`config.mk`:
```
export PLATFORM = sky130hd
export DESIGN_NAME = video_timing
export DESIGN_NICKNAME = d
export VERILOG_FILES = /design/src/rtl/video_timing.sv
export SDC_FILE = /design/constraint.sdc
export NUM_CORES = 1
export LEC_CHECK = 0
export BUFFER_PORTS_ARGS = -buffer_cell sky130_fd_sc_hd__clkbuf_2
export CAP_MARGIN = 20
export CORE_MARGIN = 4
export CORE_UTILIZATION = 57
export CTS_CLUSTER_DIAMETER = 30
export CTS_CLUSTER_SIZE = 14
export DETAILED_ROUTE_END_ITERATION = 12
export MAX_ROUTING_LAYER = met4
export PLACE_DENSITY = 0.87
export SLEW_MARGIN = 20
export SYNTH_ARGS = -nofsm -noshare
export SYNTH_HDL_FRONTEND = slang
export SYNTH_SLANG_ARGS = --single-unit
```
`constraint.sdc`:
```
create_clock -name clk -period 3.25 [get_ports clk]
set_clock_uncertainty 0.15 [all_clocks]
set_input_delay 0.975 -clock clk [delete_from_list [all_inputs] [get_ports clk]]
set_output_delay 0.975 -clock clk [all_outputs]
set_load 0.05 [all_outputs]
```
`src/rtl/video_timing.sv`:
```
// rtl/video_timing.sv - raster timing generator with 4-clk pixel strobe, sync outputs and register block
module video_timing #(
  parameter int H_TOTAL     = 200,
  parameter int H_ACTIVE    = 160,
  parameter int HSYNC_START = 170,
  parameter int HSYNC_END   = 182,
  parameter int V_TOTAL     = 112,
  parameter int V_ACTIVE    = 100,
  parameter int VSYNC_START = 105,
  parameter int VSYNC_END   = 108
) (
  input  logic       clk,
  input  logic       reset,
  input  logic       cs,
  input  logic       rw,
  input  logic [3:0] addr,
  input  logic [7:0] di,
  output logic [7:0] dout,
  output logic [7:0] hpos,
  output logic [6:0] vpos,
  output logic       hsync,
  output logic       vsync,
  output logic       display_on,
  output logic       pix_en,
  output logic       irq
);

  logic [1:0] r_phase;
  logic [7:0] r_hpos;
  logic [6:0] r_vpos;
  logic [7:0] r_frame;
  logic [6:0] r_linecmp;
  logic       r_en, r_raster_ie, r_vblank_ie;
  logic       r_raster_pend, r_vblank_pend;
  logic       r_hsync, r_vsync, r_display_on, r_irq;
  logic [7:0] r_dout;

  logic       w_adv, w_hwrap, w_vwrap, w_wr, w_rd, w_in_vblank;
  logic       w_raster_set, w_vblank_set;
  logic       w_raster_clr, w_vblank_clr;
  logic [7:0] w_hnext;
  logic [6:0] w_vnext;
  logic [7:0] w_rdata;
  logic       w_unused;

  assign w_adv       = r_en && (r_phase == 2'd3);
  assign w_hwrap     = (r_hpos == 8'(H_TOTAL - 1));
  assign w_vwrap     = (r_vpos == 7'(V_TOTAL - 1));
  assign w_hnext     = w_hwrap ? 8'd0 : r_hpos + 8'd1;
  assign w_vnext     = w_hwrap ? (w_vwrap ? 7'd0 : r_vpos + 7'd1) : r_vpos;
  assign w_wr        = cs && rw;
  assign w_rd        = cs && !rw;
  assign w_in_vblank = (r_vpos >= 7'(V_ACTIVE));
  assign w_unused    = di[7];

  // Line events fire on the advance that lands on column 0 of the target line.
  assign w_raster_set = w_adv && w_hwrap && (w_vnext == r_linecmp);
  assign w_vblank_set = w_adv && w_hwrap && (w_vnext == 7'(V_ACTIVE));
  assign w_raster_clr = w_wr && (addr == 4'd1) && di[0];
  assign w_vblank_clr = w_wr && (addr == 4'd1) && di[1];

  always_comb begin
    w_rdata = 8'd0;
    case (addr)
      4'd0:    w_rdata = {5'd0, r_vblank_ie, r_raster_ie, r_en};
      4'd1:    w_rdata = {5'd0, w_in_vblank, r_vblank_pend, r_raster_pend};
      4'd2:    w_rdata = {1'b0, r_linecmp};
      4'd3:    w_rdata = r_frame;
      4'd4:    w_rdata = {1'b0, r_vpos};
      4'd5:    w_rdata = r_hpos;
      default: w_rdata = 8'd0;
    endcase
  end

  always_ff @(posedge clk or negedge reset) begin
    if (!reset) begin
      r_phase       <= 2'd0;
      r_hpos        <= 8'd0;
      r_vpos        <= 7'd0;
      r_frame       <= 8'd0;
      r_linecmp     <= 7'd0;
      r_en          <= 1'b1;
      r_raster_ie   <= 1'b0;
      r_vblank_ie   <= 1'b0;
      r_raster_pend <= 1'b0;
      r_vblank_pend <= 1'b0;
      r_hsync       <= 1'b0;
      r_vsync       <= 1'b0;
      r_display_on  <= 1'b0;
      r_irq         <= 1'b0;
      r_dout        <= 8'd0;
    end else begin
      // Disabled phase parks at 0 so a re-enable always yields a full pixel period.
      r_phase <= r_en ? r_phase + 2'd1 : 2'd0;
      if (w_adv) begin
        r_hpos       <= w_hnext;
        r_vpos       <= w_vnext;
        r_hsync      <= (w_hnext >= 8'(HSYNC_START)) && (w_hnext < 8'(HSYNC_END));
        r_vsync      <= (w_vnext >= 7'(VSYNC_START)) && (w_vnext < 7'(VSYNC_END));
        r_display_on <= (w_hnext < 8'(H_ACTIVE)) && (w_vnext < 7'(V_ACTIVE));
        if (w_hwrap && w_vwrap) r_frame <= r_frame + 8'd1;
      end
      r_irq         <= (r_raster_pend && r_raster_ie) || (r_vblank_pend && r_vblank_ie);
      r_raster_pend <= w_raster_set || (r_raster_pend && !w_raster_clr);
      r_vblank_pend <= w_vblank_set || (r_vblank_pend && !w_vblank_clr);
      if (w_wr && (addr == 4'd0)) {r_vblank_ie, r_raster_ie, r_en} <= di[2:0];
      if (w_wr && (addr == 4'd2)) r_linecmp <= di[6:0];
      if (w_rd) r_dout <= w_rdata;
    end
  end

  assign dout       = r_dout;
  assign hpos       = r_hpos;
  assign vpos       = r_vpos;
  assign hsync      = r_hsync;
  assign vsync      = r_vsync;
  assign display_on = r_display_on;
  assign pix_en     = w_adv;
  assign irq        = r_irq;

endmodule
```
Yosys cells after proc, flatten, opt, wreduce, memory -nomap -nowiden
Cells that the tools add are included.
- register bits: 49
- bits of input ports: 16
- output and inout bits: 28
- add/subtract/negate cells: 4
- $lt $le $gt $ge: 7
- equal/unequal tests: 10
- multiplexer cells: 5
- reduce and logical (&&, ||, !) cells: 27
- operator list (kind ; number):
    $pmux 8 s6 ; 1
    $logic_and 1x1->1 ; 19
    $add 8x1->8 const B ; 2
    $lt 8x8->1 const B ; 2
    $eq 7x7->1 const B ; 2
    $ge 7x7->1 const B ; 2
    $lt 7x7->1 const B ; 2
    $mux 7 ; 2
    $eq 4x2->1 const B ; 2
    $eq 4x3->1 const B ; 2
    $eq 8x8->1 const B ; 1
    $ge 8x8->1 const B ; 1
    $mux 8 ; 1
    $add 7x1->7 const B ; 1
    $eq 7x7->1 ; 1
    $eq 4x1->1 const B ; 1
    $logic_not 4->1 ; 1
    $logic_not 1->1 ; 3
    $logic_or 1x1->1 ; 3
    $add 2x1->2 const B ; 1
    $eq 2x2->1 const B ; 1
    $mux 2 ; 1
    $reduce_and 2->1 ; 1

Logic depth before layout (Yosys ltp)
- depth after elaboration: 6
- gate-level depth with buffers: 9

Least setup slack after synthesis
OpenSTA, ideal clock, no wires.
- path type: register to register
- start: register r_hpos[0], in the netlist hpos[0]
- end: register r_raster_pend
- arrival: 2.488 ns
- data required time: 3.008 ns
- setup slack: 0.520 ns
- cell stages (with the launch flop): 9
- clock period less this slack: 2.730 ns
- cells stage by stage: dfrtp_1 -> ha_1 -> nand4bb_1 -> buf_6 -> or3_2 -> xnor2_1 -> a311oi_1 -> nand4_1 -> o31ai_2
- cells in the longest elaborated chain, start to end: 5
- ends and longest elaborated chain (item ; line ; source):
    start, declared ; 29 ; logic [7:0] r_hpos;
    start signal, assigned ; 96 ; r_hpos <= w_hnext;
    $eq 8x8->1 (*) ; 47 ; assign w_hwrap = (r_hpos == 8'(H_TOTAL - 1));
    $mux 7 ; 50 ; assign w_vnext = w_hwrap ? (w_vwrap ? 7'd0 : r_vpos + 7'd1) : r_vpos;
    $eq 7x7->1 ; 57 ; assign w_raster_set = w_adv && w_hwrap && (w_vnext == r_linecmp);
    $logic_and 1x1->1 (*) ; 57 ;
    $logic_or 1x1->1 (*) ; 104 ; r_raster_pend <= w_raster_set || (r_raster_pend && !w_raster_clr);
    end signal, assigned ; 104 ;
    end, declared ; 34 ; logic r_raster_pend, r_vblank_pend;
Mark *: on every way between the ends. The rest lies on a longest branch, timed or not.
A chain may end at the register's enable or synchronous reset.

Worst setup path after layout
Ends and elaborated chain as after synthesis.

==> flow_metrics.py <==
metrics = {
    "outcome": {
        "run_status": "complete, no violations",
    },
    "setup_path": {
        "path_class": "reg2reg",
        "critPathCaptureType": "flop",
        "critPathArrivalTime_ns": 2.84,
        "r2r_end": "r_raster_pend$_DFF_PN0_",
        "critPathMaxStageDelay_ns": 0.59,
        "worstReg2RegStart": "hpos[0]$_DFFE_PN0P_",
        "critical_path_required_ns": 3.33,
        "crit_path_start_kind": "flop",
        "cp_max_fo": 9,
        "ff2ff_setup_slack_ns": 0.49,
        "cp_slowest_cell": "or3_2",
        "crit_chain": "ha_1, nand4bb_1, or3_2, xnor2_1, a311oi_1, nand4_1, o31ai_2",
        "endpoint": "r_raster_pend$_DFF_PN0_",
        "reg2reg_depth": 7,
        "startpoint": "hpos[0]$_DFFE_PN0P_",
    },
    "sta": {
        "finalSetupViolCount": 0,
        "hold_viol": 0,
        "final_max_slew_viol_count": 0,
        "fin_crit_sh": 0.8505,
        "fin_tns_setup_ns": 0,
        "relSlewSlack": 0.5105,
        "worst_pin_slew_ns": 0.7299,
        "finalCriticalPeriod_ns": 2.764,
        "rsz0062_at_grt": "false",
        "fmax_ghz": 0.3618,
    },
    "logic_synthesis": {
        "synth_mux_area_frac": 0.08919,
        "synth-compound-area-share": 0.1669,
        "synth_top_area_frac": 0.3946,
        "synthXorXnorAreaFrac": 0.06617,
        "ys_warn_count": 0,
        "synth_most_common_cell": "dfrtp_1",
        "postSynthCellCount": 319,
        "synth_top_family_by_area": "simple AND/OR/NAND/NOR gates",
        "synthSimpleGateAreaFrac": 0.1985,
        "netlist_area_sq_um": 3044,
        "postSynth.asyncResetShare": 1.000,
        "synth_nets": 341,
        "synth_area_leaders": "dfrtp_1 39%, xnor2_1 4.9%, mux2_2 4.8%, nand2_1 4.8%, a22o_1 2.9%",
        "synth_ff_type": "dfrtp_1",
        "synthTopCellsByCount": "48 x dfrtp_1, 39 x nand2_1, 19 x nor2_1",
        "synth.distinct_cells": 58,
        "synth-seq-cells": 49,
        "yosysSeqAreaShare": 0.4032,
        "synth_area_per_cell_sq_um": 9.543,
        "synth_top_area_cell": "dfrtp_1",
        "synth_edf_count": 0,
        "synthAdderAreaFrac": 0.02466,
    },
    "floorplanning": {
        "die_h_um": 81.08,
        "die_x_um": 81.08,
        "initial_core_util": 0.5923,
        "rows": 26,
        "coreArea_sq_um": 5140,
        "ios": 44,
        "dieArea_sq_um": 6574,
    },
    "finish": {
        "fin_nets": 379,
        "instances_no_fill": 428,
        "regArea_sq_um": 1227,
        "design_area_sq_um": 3374,
        "multi_input_comb_area_sq_um": 1660,
        "fill_cells": 439,
        "drive_gt1_frac": 0.2291,
        "num_antenna_cells": 0,
        "area_growth_pct": 10.85,
    },
    "placed_design": {
        "place.gp.congestion": 0.9275,
        "hpwl_um": 5272,
        "numPlacedInstances": 420,
        "placement.cell_area_sq_um": 3283,
        "port_buffers": 42,
    },
    "grt": {
        "antenna_found_initial": 0,
        "overflow": 0,
        "track_usage": 0.2473,
        "grt_pass1_vias": 2450,
        "grt_pass1_wl_um": 12080,
        "grt_max_degree": 50,
    },
    "drt": {
        "route.detailed.drc": 0,
        "dr_total_vias": 2611,
        "drtIter0Drc": 257,
        "finalWirelength_um": 7034,
        "routedWlPerCell_um": 16.43,
        "firstDrtPassIters": 4,
        "ant_nets": 0,
        "vias_per_cell": 6.100,
    },
    "clocking": {
        "numCtsBuffers": 5,
        "cts_setup_buffers": 0,
        "cts.sink_count": 49,
        "cts-resized-gates": 0,
        "cts_root_buf": "clkbuf_8",
        "cts_tree": "built",
        "cts-htree-levels": 2,
        "cts_buffer_depth": 2,
        "holdBufCountCts": 0,
        "insertion_delay_ns": 0.31,
        "clk_pin_slew_ns": 0.09,
    },
    "worst_hold_path": {
        "hp-class": "reg2reg",
    },
    "job": {
        "maxCapViolations": 0,
    },
    "pwr": {
        "p_total_mw": 1.246,
        "ir_worst_vdd_uv": 214.5,
        "leakagePower_nw": 1.523,
        "power.density_nw_per_um2": 369.3,
    },
}
==> stage by stage <==
step | worst slack (ns) | hold slack [ns] | util
detailed placement | 0.5544 | 0.2945 | 0.6388
global route | 0.3122 | 0.3368 | 0.6565
floorplan | 0.5201 | 0.2591 | -
CTS | 0.5142 | 0.3063 | 0.6565
global placement | 0.5556 | 0.2724 | 0.6388
finish | 0.4859 | 0.3076 | 0.6565
==> cell type report <==
cell class | instances | area share
multi-input cells | 239 | 0.4920
flip-flops and latches | 49 | 0.3637
repair buffers | 48 | 0.07564
well taps | 70 | 0.02595
clock buffers | 5 | 0.02039
inverters | 14 | 0.01557
clock inverters | 3 | 0.006674
==> worst max-delay path, delay by kind of cell, from the launching register on <==
kind	cells	cell delay, ns
simple gates	3	1.07
flops	1	0.50
compound gates	2	0.46
fa+ha+maj	1	0.35
xor+xnor	1	0.16
==> sequential cells by signal, indices dropped and copies added, names as in the netlist <==
name           count
display_on         1
dout               8
hpos               8
hsync              1
irq                1
r_en               1
r_frame            8
r_linecmp          7
r_phase            2
r_raster_ie        1
r_raster_pend      1
r_vblank_ie        1
r_vblank_pend      1
vpos               7
vsync              1
==> how the worst min path moves through the flow <==
stage | end | slack, ns | depth (start not counted) | from
2_1_floorplan | r_phase[0]$_DFF_PN0_ | 0.26 | 1 | r_phase[0]$_DFF_PN0_
3_3_place_gp | r_phase[0]$_DFF_PN0_ | 0.27 | 1 | r_phase[0]$_DFF_PN0_
3_5_place_dp | r_phase[0]$_DFF_PN0_ | 0.29 | 1 | r_phase[0]$_DFF_PN0_
4_1_cts | r_phase[0]$_DFF_PN0_ | 0.31 | 1 | r_phase[0]$_DFF_PN0_
5_1_grt | r_phase[0]$_DFF_PN0_ | 0.34 | 1 | r_phase[0]$_DFF_PN0_
6_report | r_phase[0]$_DFF_PN0_ | 0.31 | 1 | r_phase[0]$_DFF_PN0_
==> layout by cell type (no fill, tap or decap), types with 12 or more instances in the layout <==
master,netlist,routed
nor3_1,12,12
dfrtp_1,48,48
clkbuf_2,0,42
xnor2_1,17,17
mux2_2,13,13
nand3_1,12,12
nor2_1,19,19
inv_1,13,13
o21ai_0,17,17
nand2_1,39,39
==> cells by family after synthesis <==
family | Yosys count
mux | 23
xor+xnor | 23
compound gates | 72
flops | 49
buf+inv | 31
fa+ha+maj | 6
simple gates | 115
==> power breakdown <==
| group | switching [mW] | internal [mW] | leakage, nW |
|---|---|---|---|
| Sequential | 0.0453 | 0.651 | 0.664 |
| Clock | 0.214 | 0.153 | 0.0481 |
| Combinational | 0.108 | 0.0746 | 0.811 |
==> layer usage <==
| layer | vias up | routed length [um] | track usage |
|---|---|---|---|
| met5 | - | 0 | - |
| met4 | 0 | 180 | 0.08446 |
| met3 | 19 | 519 | 0.04545 |
| met2 | 113 | 3341 | 0.3785 |
| met1 | 1252 | 2993 | 0.3321 |
| li1 | 1227 | - | - |
(Power assumes the default switching activity.)
